**config.mk**
```make
export PLATFORM = sky130hd
export DESIGN_NAME = cs_dac_tx_flat
export DESIGN_NICKNAME = d
export VERILOG_FILES = /design/src/rtl/cs_dac_tx_if.sv /design/src/rtl/cs_dac_tx.sv /design/src/flat_wrapper.sv
export SDC_FILE = /design/constraint.sdc
export NUM_CORES = 1
export LEC_CHECK = 0
export CAP_MARGIN = 30
export CORE_UTILIZATION = 50
export CTS_CLUSTER_SIZE = 40
export DETAILED_ROUTE_END_ITERATION = 12
export GPL_ROUTABILITY_DRIVEN = 0
export GPL_TIMING_DRIVEN = 1
export HOLD_SLACK_MARGIN = 0.12
export PLACE_DENSITY = 0.82
export REMOVE_ABC_BUFFERS = 1
export SYNTH_ARGS = -nofsm -noshare
export SYNTH_HDL_FRONTEND = slang
export SYNTH_SLANG_ARGS = --single-unit
```
**constraint.sdc**
```tcl
create_clock -name clk -period 3.1 [get_ports clk]
set_input_delay 0.775 -clock clk [delete_from_list [all_inputs] [get_ports clk]]
set_output_delay 0.775 -clock clk [all_outputs]
set_load 0.01 [all_outputs]
```
**src/rtl/cs_dac_tx_if.sv**
```systemverilog
// Sample-pair handshake between the audio source and the serial DAC transmitter.
interface cs_dac_tx_if #(
  parameter int DATA_W = 24
);
  logic [DATA_W-1:0] in_left;
  logic [DATA_W-1:0] in_right;
  logic              in_valid;
  logic              in_ready;

  modport master (output in_left, output in_right, output in_valid, input in_ready);
  modport slave  (input in_left, input in_right, input in_valid, output in_ready);
endinterface

```
**src/rtl/cs_dac_tx.sv**
```systemverilog
// CS4344-class serial audio transmitter: one-pair holding register feeding an
// I2S / left-justified serializer that masters lrck/sclk from the system clock.
module cs_dac_tx #(
  parameter int DATA_W = 24,
  parameter int DIV    = 2
) (
  input  logic       clk,
  input  logic       reset_,
  input  logic       en,
  input  logic       i2s_lj_,
  cs_dac_tx_if.slave bus,
  output logic       underrun,
  output logic       lrck,
  output logic       sclk,
  output logic       sdata
);
  localparam int            CW       = (DIV > 1) ? $clog2(DIV) : 1;
  localparam logic [CW-1:0] DIV_LAST = CW'(DIV - 1);

  logic [CW-1:0]          div_cnt, div_cnt_nxt;
  logic [5:0]             slot, slot_inc, bit_slot;
  logic [4:0]             bit_idx;
  logic                   tick, fall_ev, frame_start;
  logic                   fmt, fmt_nxt;
  logic                   sclk_nxt, lrck_nxt, sdata_nxt;
  logic                   hold_full, xfer;
  logic [1:0][DATA_W-1:0] hold;
  logic [1:0]             ch_bit;

  assign tick        = en && (div_cnt == DIV_LAST);
  assign fall_ev     = tick && sclk;
  assign slot_inc    = slot + 6'd1;
  assign frame_start = fall_ev && (slot_inc == 6'd0);
  assign fmt_nxt     = frame_start ? i2s_lj_ : fmt;

  // I2S shifts the data one slot late, so it reads the bit of the slot being left.
  assign bit_slot = fmt_nxt ? slot : slot_inc;
  assign bit_idx  = ~bit_slot[4:0];

  // ---------------- holding register / handshake ----------------
  assign xfer         = bus.in_valid && !hold_full;
  assign bus.in_ready = !hold_full;

  always_ff @(posedge clk or negedge reset_)
    if (!reset_) begin
      hold_full <= 1'b0;
      hold      <= '0;
    end else begin
      if (xfer) hold <= {bus.in_right, bus.in_left};
      // A pair accepted on the frame-start edge survives the load of the old content.
      if (frame_start) hold_full <= xfer;
      else if (xfer)   hold_full <= 1'b1;
    end

  // ---------------- per-channel shift words (0 = left, 1 = right) ----------------
  for (genvar c = 0; c < 2; c++) begin : g_chan
    logic [31:0] word, word_nxt;

    always_comb begin
      word_nxt = word;
      if (frame_start) word_nxt = hold_full ? (32'(hold[c]) << (32 - DATA_W)) : '0;
    end

    always_ff @(posedge clk or negedge reset_)
      if (!reset_)  word <= '0;
      else if (!en) word <= '0;
      else          word <= word_nxt;

    // Read the post-load word so the MSB lands on the frame-start fall itself.
    assign ch_bit[c] = word_nxt[bit_idx];
  end

  // ---------------- serial clock / slot sequencing ----------------
  always_comb begin
    div_cnt_nxt = tick ? '0 : div_cnt + CW'(1);
    sclk_nxt    = tick ? ~sclk : sclk;
    lrck_nxt    = lrck;
    sdata_nxt   = sdata;
    if (fall_ev) begin
      sdata_nxt = (fmt_nxt && slot_inc == 6'd0) ? 1'b0 : ch_bit[bit_slot[5]];
      if (slot_inc[4:0] == 5'd0) lrck_nxt = slot_inc[5] ? fmt_nxt : ~fmt_nxt;
    end
  end

  always_ff @(posedge clk or negedge reset_)
    if (!reset_) begin
      div_cnt  <= '0;
      sclk     <= 1'b0;
      lrck     <= 1'b0;
      sdata    <= 1'b0;
      slot     <= 6'd63;
      fmt      <= 1'b0;
      underrun <= 1'b0;
    end else if (!en) begin
      // Park exactly as after reset so re-enable replays post-reset timing.
      div_cnt  <= '0;
      sclk     <= 1'b0;
      lrck     <= 1'b0;
      sdata    <= 1'b0;
      slot     <= 6'd63;
      fmt      <= 1'b0;
      underrun <= 1'b0;
    end else begin
      div_cnt  <= div_cnt_nxt;
      sclk     <= sclk_nxt;
      lrck     <= lrck_nxt;
      sdata    <= sdata_nxt;
      fmt      <= fmt_nxt;
      underrun <= frame_start && !hold_full;
      if (fall_ev) slot <= slot_inc;
    end
endmodule
```
**src/flat_wrapper.sv**
```systemverilog
// flat-port wrapper written by rule: the top's interface ports become plain ports
module cs_dac_tx_flat 
#(
  parameter int DATA_W = 24,
  parameter int DIV    = 2
)
  (clk, reset_, en, i2s_lj_, underrun, lrck, sclk, sdata, bus_in_left, bus_in_right, bus_in_valid, bus_in_ready);
  cs_dac_tx_if #(.DATA_W(DATA_W)) bus_i ();
  input  logic clk;
  input  logic reset_;
  input  logic en;
  input  logic i2s_lj_;
  output logic underrun;
  output logic lrck;
  output logic sclk;
  output logic sdata;
  input wire logic [$bits(bus_i.in_left)-1:0] bus_in_left;
  input wire logic [$bits(bus_i.in_right)-1:0] bus_in_right;
  input wire logic [$bits(bus_i.in_valid)-1:0] bus_in_valid;
  output wire logic [$bits(bus_i.in_ready)-1:0] bus_in_ready;
  assign bus_i.in_left = bus_in_left;
  assign bus_i.in_right = bus_in_right;
  assign bus_i.in_valid = bus_in_valid;
  assign bus_in_ready = bus_i.in_ready;
  cs_dac_tx #(.DATA_W(DATA_W), .DIV(DIV)) u_core (.clk(clk), .reset_(reset_), .en(en), .i2s_lj_(i2s_lj_), .bus(bus_i), .underrun(underrun), .lrck(lrck), .sclk(sclk), .sdata(sdata));
endmodule
```
==> results of run 1 <==
## area by class of cell
| type | instances | area (µm²) |
|---|---|---|
| fillers | 716 | 3460 |
| flip-flops and latches | 125 | 3140 |
| multi-input cells | 362 | 2920 |
| repair buffers | 123 | 1270 |
| clock buffers | 18 | 429 |
| well taps | 143 | 179 |
| clock inverters | 14 | 170 |
| inverters | 2 | 7.51 |
## synthesized netlist by cell type (2+ instances only)
| master | count |
|---|---|
| o31ai_1 | 2 |
| and3_1 | 46 |
| buf_1 | 3 |
| o221ai_1 | 3 |
| xor2_1 | 4 |
| nor2_1 | 6 |
| o21ai_0 | 5 |
| dfstp_2 | 6 |
| mux2_2 | 50 |
| clkbuf_1 | 29 |
| dfrtp_1 | 119 |
| inv_1 | 2 |
| a21boi_0 | 3 |
| or3_1 | 2 |
| nand2b_1 | 2 |
| xnor2_1 | 7 |
| nand3_1 | 33 |
| mux4_2 | 11 |
| buf_6 | 2 |
| nor3_1 | 2 |
| mux4_1 | 2 |
| and2_1 | 22 |
| buf_2 | 3 |
| a21o_1 | 2 |
| a21oi_1 | 35 |
| nor2b_1 | 31 |
| or2_2 | 2 |
| mux2i_1 | 18 |
| nand2_1 | 57 |
## kinds of logic after synthesis
logic type | Yosys count | synth area share (%)
and+or+nand+nor | 207 | 18.4
buffers and inverters | 41 | 3.01
muxes | 83 | 17.8
DFF | 125 | 52.3
adders and majority gates | 1 | 0.209
AOI/OAI and AO/OA | 59 | 6.14
xor gates and xnor gates | 12 | 2.07
## sequential cells by signal, indices dropped and copies added, names as in the netlist
| register | cells |
|---|---|
| u_core.div_cnt | 1 |
| u_core.fmt | 1 |
| u_core.g_chan.word | 64 |
| u_core.hold | 48 |
| u_core.hold_full | 1 |
| u_core.lrck | 1 |
| u_core.sclk | 1 |
| u_core.sdata | 1 |
| u_core.slot | 6 |
| u_core.underrun | 1 |
## how the worst max path moves through the flow
stage                                          start  cells after the start                       end  slack (ns)
after floorplan           u_core.slot[0]$_DFFE_PN1P_                     11  u_core.sdata$_DFFE_PN0P_       -0.93
after global placement                       i2s_lj_                     10  u_core.sdata$_DFFE_PN0P_       -0.19
after detailed placement                          en                     12  u_core.sdata$_DFFE_PN0P_       -0.26
after CTS                 u_core.slot[1]$_DFFE_PN1P_                     14  u_core.sdata$_DFFE_PN0P_       0.005
after global routing      u_core.slot[1]$_DFFE_PN1P_                     13  u_core.sdata$_DFFE_PN0P_       -0.15
final                     u_core.slot[1]$_DFFE_PN1P_                     13  u_core.sdata$_DFFE_PN0P_       -0.05
## power by group through the flow
stage          combinational, µW  clock [µW]  sequential (µW)
2_1_floorplan                677           0             2190
3_3_place_gp                1040           0             2210
3_5_place_dp                1090           0             2230
4_1_cts                     1120        2020             2200
5_1_grt                     1310        2110             2270
6_report                    1210        2010             2230
## stage by stage
step / utilization, % / TNS, ns
finish: 70.1 / -0.0485
detailed placement: 60.4 / -0.262
global route: 70.1 / -0.154
CTS: 66.4 / 0
global placement: 60.4 / -0.187
floorplan: - / -25.99
## metal layers
| metal | vias up | GRT usage, % | share of wire (%) |
|---|---|---|---|
| li1 | 2070 | - | - |
| met1 | 2334 | 29.2 | 41 |
| met2 | 220 | 36.6 | 49 |
| met3 | 61 | 6.48 | 6.2 |
| met4 | 0 | 8.20 | 3.6 |
| met5 | - | 0 | 0 |
## repair_timing
item / 4_1_cts / 5_1_grt
gates cloned: 0 / 6
resized for setup: 12 / 48
hold buffers: 0 / 0
buffers inserted: 6 / 11
endpoints found under the setup margin: 1 / 1
pin swaps: 3 / 18
hold endpoints to repair: 0 / 0
==> impl_metrics.yaml, run 1 <==
place:
  dp_cells: 732
  dp_slack_ns: -0.262
  io_buffers: 57
  dpl_cell_area_um2: 6980
  place_hpwl_um: 8260
setup_path:
  worst-path-max-fanout: 7
  worst_ep_arrival_time_ns: 3.45
  worstPathCellList: "ha_4 > nand2_2 > or2_4 > o21ai_4 > and2_4 > buf_4 > mux2i_4 > buf_6 > buf_4 > mux4_2 > nor3_2 > o31ai_2 > a2111o_1"
  path_common_cell: "buf_4"
  cp.required_ns: 3.40
  cpMaxStageDelayCell: "dfstp_2"
  r2r_end: "u_core.sdata$_DFFE_PN0P_"
  max_stage_delay_ns: 0.59
  r2r_start: "u_core.slot[1]$_DFFE_PN1P_"
  r2r_slack_ns: -0.05
  reg2regPathDepth: 13
  cp_num_buf_inv: 3
  critical_path_class: "reg -> reg"
  cp-end-kind: "register"
  startpoint_type: "register"
  crit_family: "simple AND/OR/NAND/NOR gates"
yosys:
  synth-async-reset-ratio_pct: 100
  synth-seq-area-share_pct: 52.3
  synth_cells: 528
  syn_area_per_cell_um2: 11.3
  synth_top_cell_area_share_pct: 49.7
  synth_area_leaders: "dfrtp_1, mux2_2, and3_1, mux4_2, nand2_1"
  ys_seq_elements: 125
  yosys.area.top_type: "dfrtp_1"
  synth_area_um2: 5990
  yosysUniqueCellTypes: 48
  synth_edf_count: 0
  yosys_warnings: 0
  ys.flop_type: "dfrtp_1"
clock_network:
  h-tree-depth: 4
  clkTransAtPathRegs_ns: 0.06
  clk-insertion-delay-late_ns: 0.42
  cts.sinks: 125
  cts_tree: "done"
  cts_made_buffers: 17
  clockBufferDepth: 2
  cts_root_buffer: "clkbuf_16"
worst_hold_path:
  hp-class: "in -> async"
sta:
  max_freq_mhz: 318
  max_slew.worst_pin.slew_ns: 0.705
  finalMaxSlewViolations: 0
  max-slew-margin-rel_pct: 53.0
  worst_clock_skew_ns: 0.0104
  hold_viol_final: 0
  period_share_pct: 102
  fin_ws_ns: -0.0485
  setup_violations: 1
  fin_hold_ws_ns: 0.413
  rsz0062_at_grt: "yes"
  fin_crit_ns: 3.15
global_routing:
  grt_pass1_wl_um: 22100
  gr-total-overflow: 0
  grt_max_degree: 126
  grtUsageTotal_pct: 22.6
  grt_pass1_vias: 4512
  antenna_found_initial: 0
floorplanning:
  std_cell_rows: 39
  die_h_um: 111
  die_w_um: 111
  coreArea_um2: 11600
  die-area_um2: 12400
  io_pins: 58
  initial_utilization_pct: 51.8
status:
  status: "complete, but fails checks"
  violations: "design-rule violations, negative setup slack"
layout:
  final_cell_mix: "dfrtp_1, clkdlybuf4s50_1, nand2_1, mux2_2, buf_4"
  fin_nets: 685
  finalInstanceArea_um2: 8100
  instances_no_fill: 787
  areaGrowthSynthToFinish_pct: 35.3
  final_common_cell: "dfrtp_1"
  drive_above_1_share_pct: 33.7
  diodes: 0
pwr:
  p_leak_uw: 0.00373
  pwr-share-comb_pct: 22.3
  internal-power_uw: 3920
  p_per_area_nw_per_um2: 673
  p_sw_share_pct: 28.0
  total_power_uw: 5450
  pwr-share-clk_pct: 36.9
  vdd_drop_max_mv: 0.374
  p_switching_uw: 1530
  p_seq_share_pct: 40.8
detailed_routing:
  drt_pass1_iterations: 11
  wl_per_cell_um: 19.5
  drc_errors: 3
  wl_um: 15300
  ant_nets: 0
  vias: 4685
  drt_iter0_markers: 353
  vias_per_cell: 5.95
flow_run:
  cap_violations: 0
Power figures use the tool's default switching activity.
==> run 2, diff against run 1 <==
--- a/config.mk
+++ b/config.mk
@@ -7,6 +7,7 @@
 export LEC_CHECK = 0
 export CAP_MARGIN = 30
 export CORE_UTILIZATION = 50
+export CTS_BUF_LIST = sky130_fd_sc_hd__clkbuf_2 sky130_fd_sc_hd__clkbuf_4 sky130_fd_sc_hd__clkbuf_8
 export CTS_CLUSTER_SIZE = 40
 export DETAILED_ROUTE_END_ITERATION = 12
 export GPL_ROUTABILITY_DRIVEN = 0
==> impl_metrics.yaml, run 2 (same netlist as run 1, synthesis figures left out) <==
global_routing:
  grt_pass1_vias: 4395
  grt_pass1_wl_um: 21300
  gr-total-overflow: 0
  antenna_found_initial: 0
  grtUsageTotal_pct: 21.7
  grt_max_degree: 126
detailed_routing:
  vias: 4481
  drt_pass1_iterations: 9
  wl_per_cell_um: 16.9
  vias_per_cell: 5.75
  drc_errors: 3
  wl_um: 13200
  drt_iter0_markers: 367
  ant_nets: 0
floorplanning:
  std_cell_rows: 39
  die-area_um2: 12400
  die_h_um: 111
  coreArea_um2: 11600
  die_w_um: 111
  initial_utilization_pct: 51.8
  io_pins: 58
layout:
  diodes: 0
  final_common_cell: "dfrtp_1"
  nFillCells: 824
  areaGrowthSynthToFinish_pct: 28.1
  ff_latch_area_um2: 3140
  multiInputGateArea_um2: 2810
  fin_nets: 677
  final_cell_mix: "dfrtp_1, clkdlybuf4s50_1, nand2_1"
  top_regs: "u_core.g_chan.word (64), u_core.hold (48), u_core.slot (6)"
  regMostFlops: "u_core.g_chan.word"
  drive_above_1_share_pct: 30.3
  largest_register_ffs: 64
setup_path:
  critical_path_class: "reg -> reg"
  worstPathCellList: "buf_6 > a211oi_4 > mux2i_2 > buf_4 > nor2_4 > buf_12 > buf_12 > nand3_1 > nand2_1 > mux4_2 > mux2_4 > nand2_1 > a21oi_1 > a2111o_1"
  cp-end-kind: "register"
  cp.required_ns: 3.42
  cpMaxStageDelayCell: "dfstp_2"
  startpoint_type: "register"
  worst_ep_arrival_time_ns: 3.42
  worst-path-max-fanout: 14
  max_stage_delay_ns: 0.59
sta:
  worst_clock_skew_ns: 0.0109
  setup_violations: 0
  max_freq_mhz: 323
  fin_hold_ws_ns: 0.405
  fin_crit_ns: 3.10
  hold_viol_final: 0
  max-slew-margin-rel_pct: 55.5
  rsz0062_at_grt: "yes"
  max_slew.worst_pin.slew_ns: 0.668
  period_share_pct: 99.9
  finalMaxSlewViolations: 0
  tns_ns: 0
pwr:
  p_per_area_nw_per_um2: 628
  vdd_drop_max_mv: 0.398
  p_leak_uw: 0.00357
clock_network:
  clk-insertion-delay-late_ns: 0.44
  cts_made_buffers: 17
  cts.sinks: 125
  cts_root_buffer: "clkbuf_8"
  cts_tree: "done"
  clockBufferDepth: 2
  postCtsHoldBufs: 0
  h-tree-depth: 4
  clkTransAtPathRegs_ns: 0.08
flow_run:
  cap_violations: 0
status:
  violations: "design-rule violations"
  status: "complete, but fails checks"
place:
  place_hpwl_um: 8260
  io_buffers: 57
worst_hold_path:
  hp-class: "in -> async"
run 2: changes by cell type in the layout (fill, tap and decap cells not counted), moves of 4 or more:
cell,previous run,this run
a21oi_1,24,30
clkbuf_16,21,0
buf_6,10,6
nand3_1,25,29
clkbuf_8,0,17
a21oi_2,11,5
run 2: per-layer routing:
| metal | global-route usage, % | up-vias | routed length, µm |
|---|---|---|---|
| met2 | 34.4 | 163 | 6430 |
| met5 | 0 | - | 0 |
| li1 | - | 2043 | - |
| met4 | 8.83 | 0 | 351 |
| met1 | 28.7 | 2242 | 5580 |
| met3 | 5.39 | 33 | 829 |
run 2: final timing paths:
path / end / depth (start not counted) / from / slack (ns)
worst max register to register: u_core.sdata$_DFFE_PN0P_ / 14 / u_core.slot[1]$_DFFE_PN1P_ / 0.003
min in group clk: u_core.hold[43]$_DFFE_PN0P_ / 1 / u_core.hold[43]$_DFFE_PN0P_ / 0.51
worst min-delay path: u_core.hold[3]$_DFFE_PN0P_ / 2 / reset_ / 0.41
worst min register to register: u_core.hold[43]$_DFFE_PN0P_ / 1 / u_core.hold[43]$_DFFE_PN0P_ / 0.51
max in group asynchronous: u_core.g_chan[1].word[27]$_DFF_PN0_ / 2 / reset_ / 2.19
worst max-delay path: u_core.sdata$_DFFE_PN0P_ / 14 / u_core.slot[1]$_DFFE_PN1P_ / 0.003
run 2: where the power goes:
part	internal [µW]	switching [µW]	total, µW
clock network	801	659	1460
registers	1980	220	2200
logic	657	497	1150
run 2: cell type report:
cell class / count / area share, %
multi-input combinational: 362 / 36.7
clock buffer: 18 / 3.15
inverter: 2 / 0.0978
sequential: 125 / 40.8
timing repair buffer: 115 / 14.7
clock inverter: 14 / 2.22
tap: 143 / 2.33
run 2: critical path: cells and delay by family, from the launching register on:
kind            cells  cell delay, ns
buf+inv             4            0.58
simple gates        4            0.29
flops               1            0.59
compound gates      3            0.51
mux                 3            1.00
run 2: timing repair:
action,in CTS,in global routing
setup endpoints to repair,1,1
gates resized for setup,12,30
buffers inserted,5,10
pin swaps,2,16
run 2: metrics by stage:
stage / power (µW) / util (%) / cells / setup WS [ns] / cell area (µm²)
2_1_floorplan: 2860 / - / 489 / -0.929 / 5820
3_3_place_gp: 3250 / 60.4 / 732 / -0.187 / 6980
3_5_place_dp: 3310 / 60.4 / 732 / -0.262 / 6980
4_1_cts: 4790 / 64.7 / 769 / 0.000379 / 7480
5_1_grt: 5060 / 66.4 / 779 / -0.0802 / 7680
6_report: 4820 / 66.4 / 779 / 0.00304 / 7680
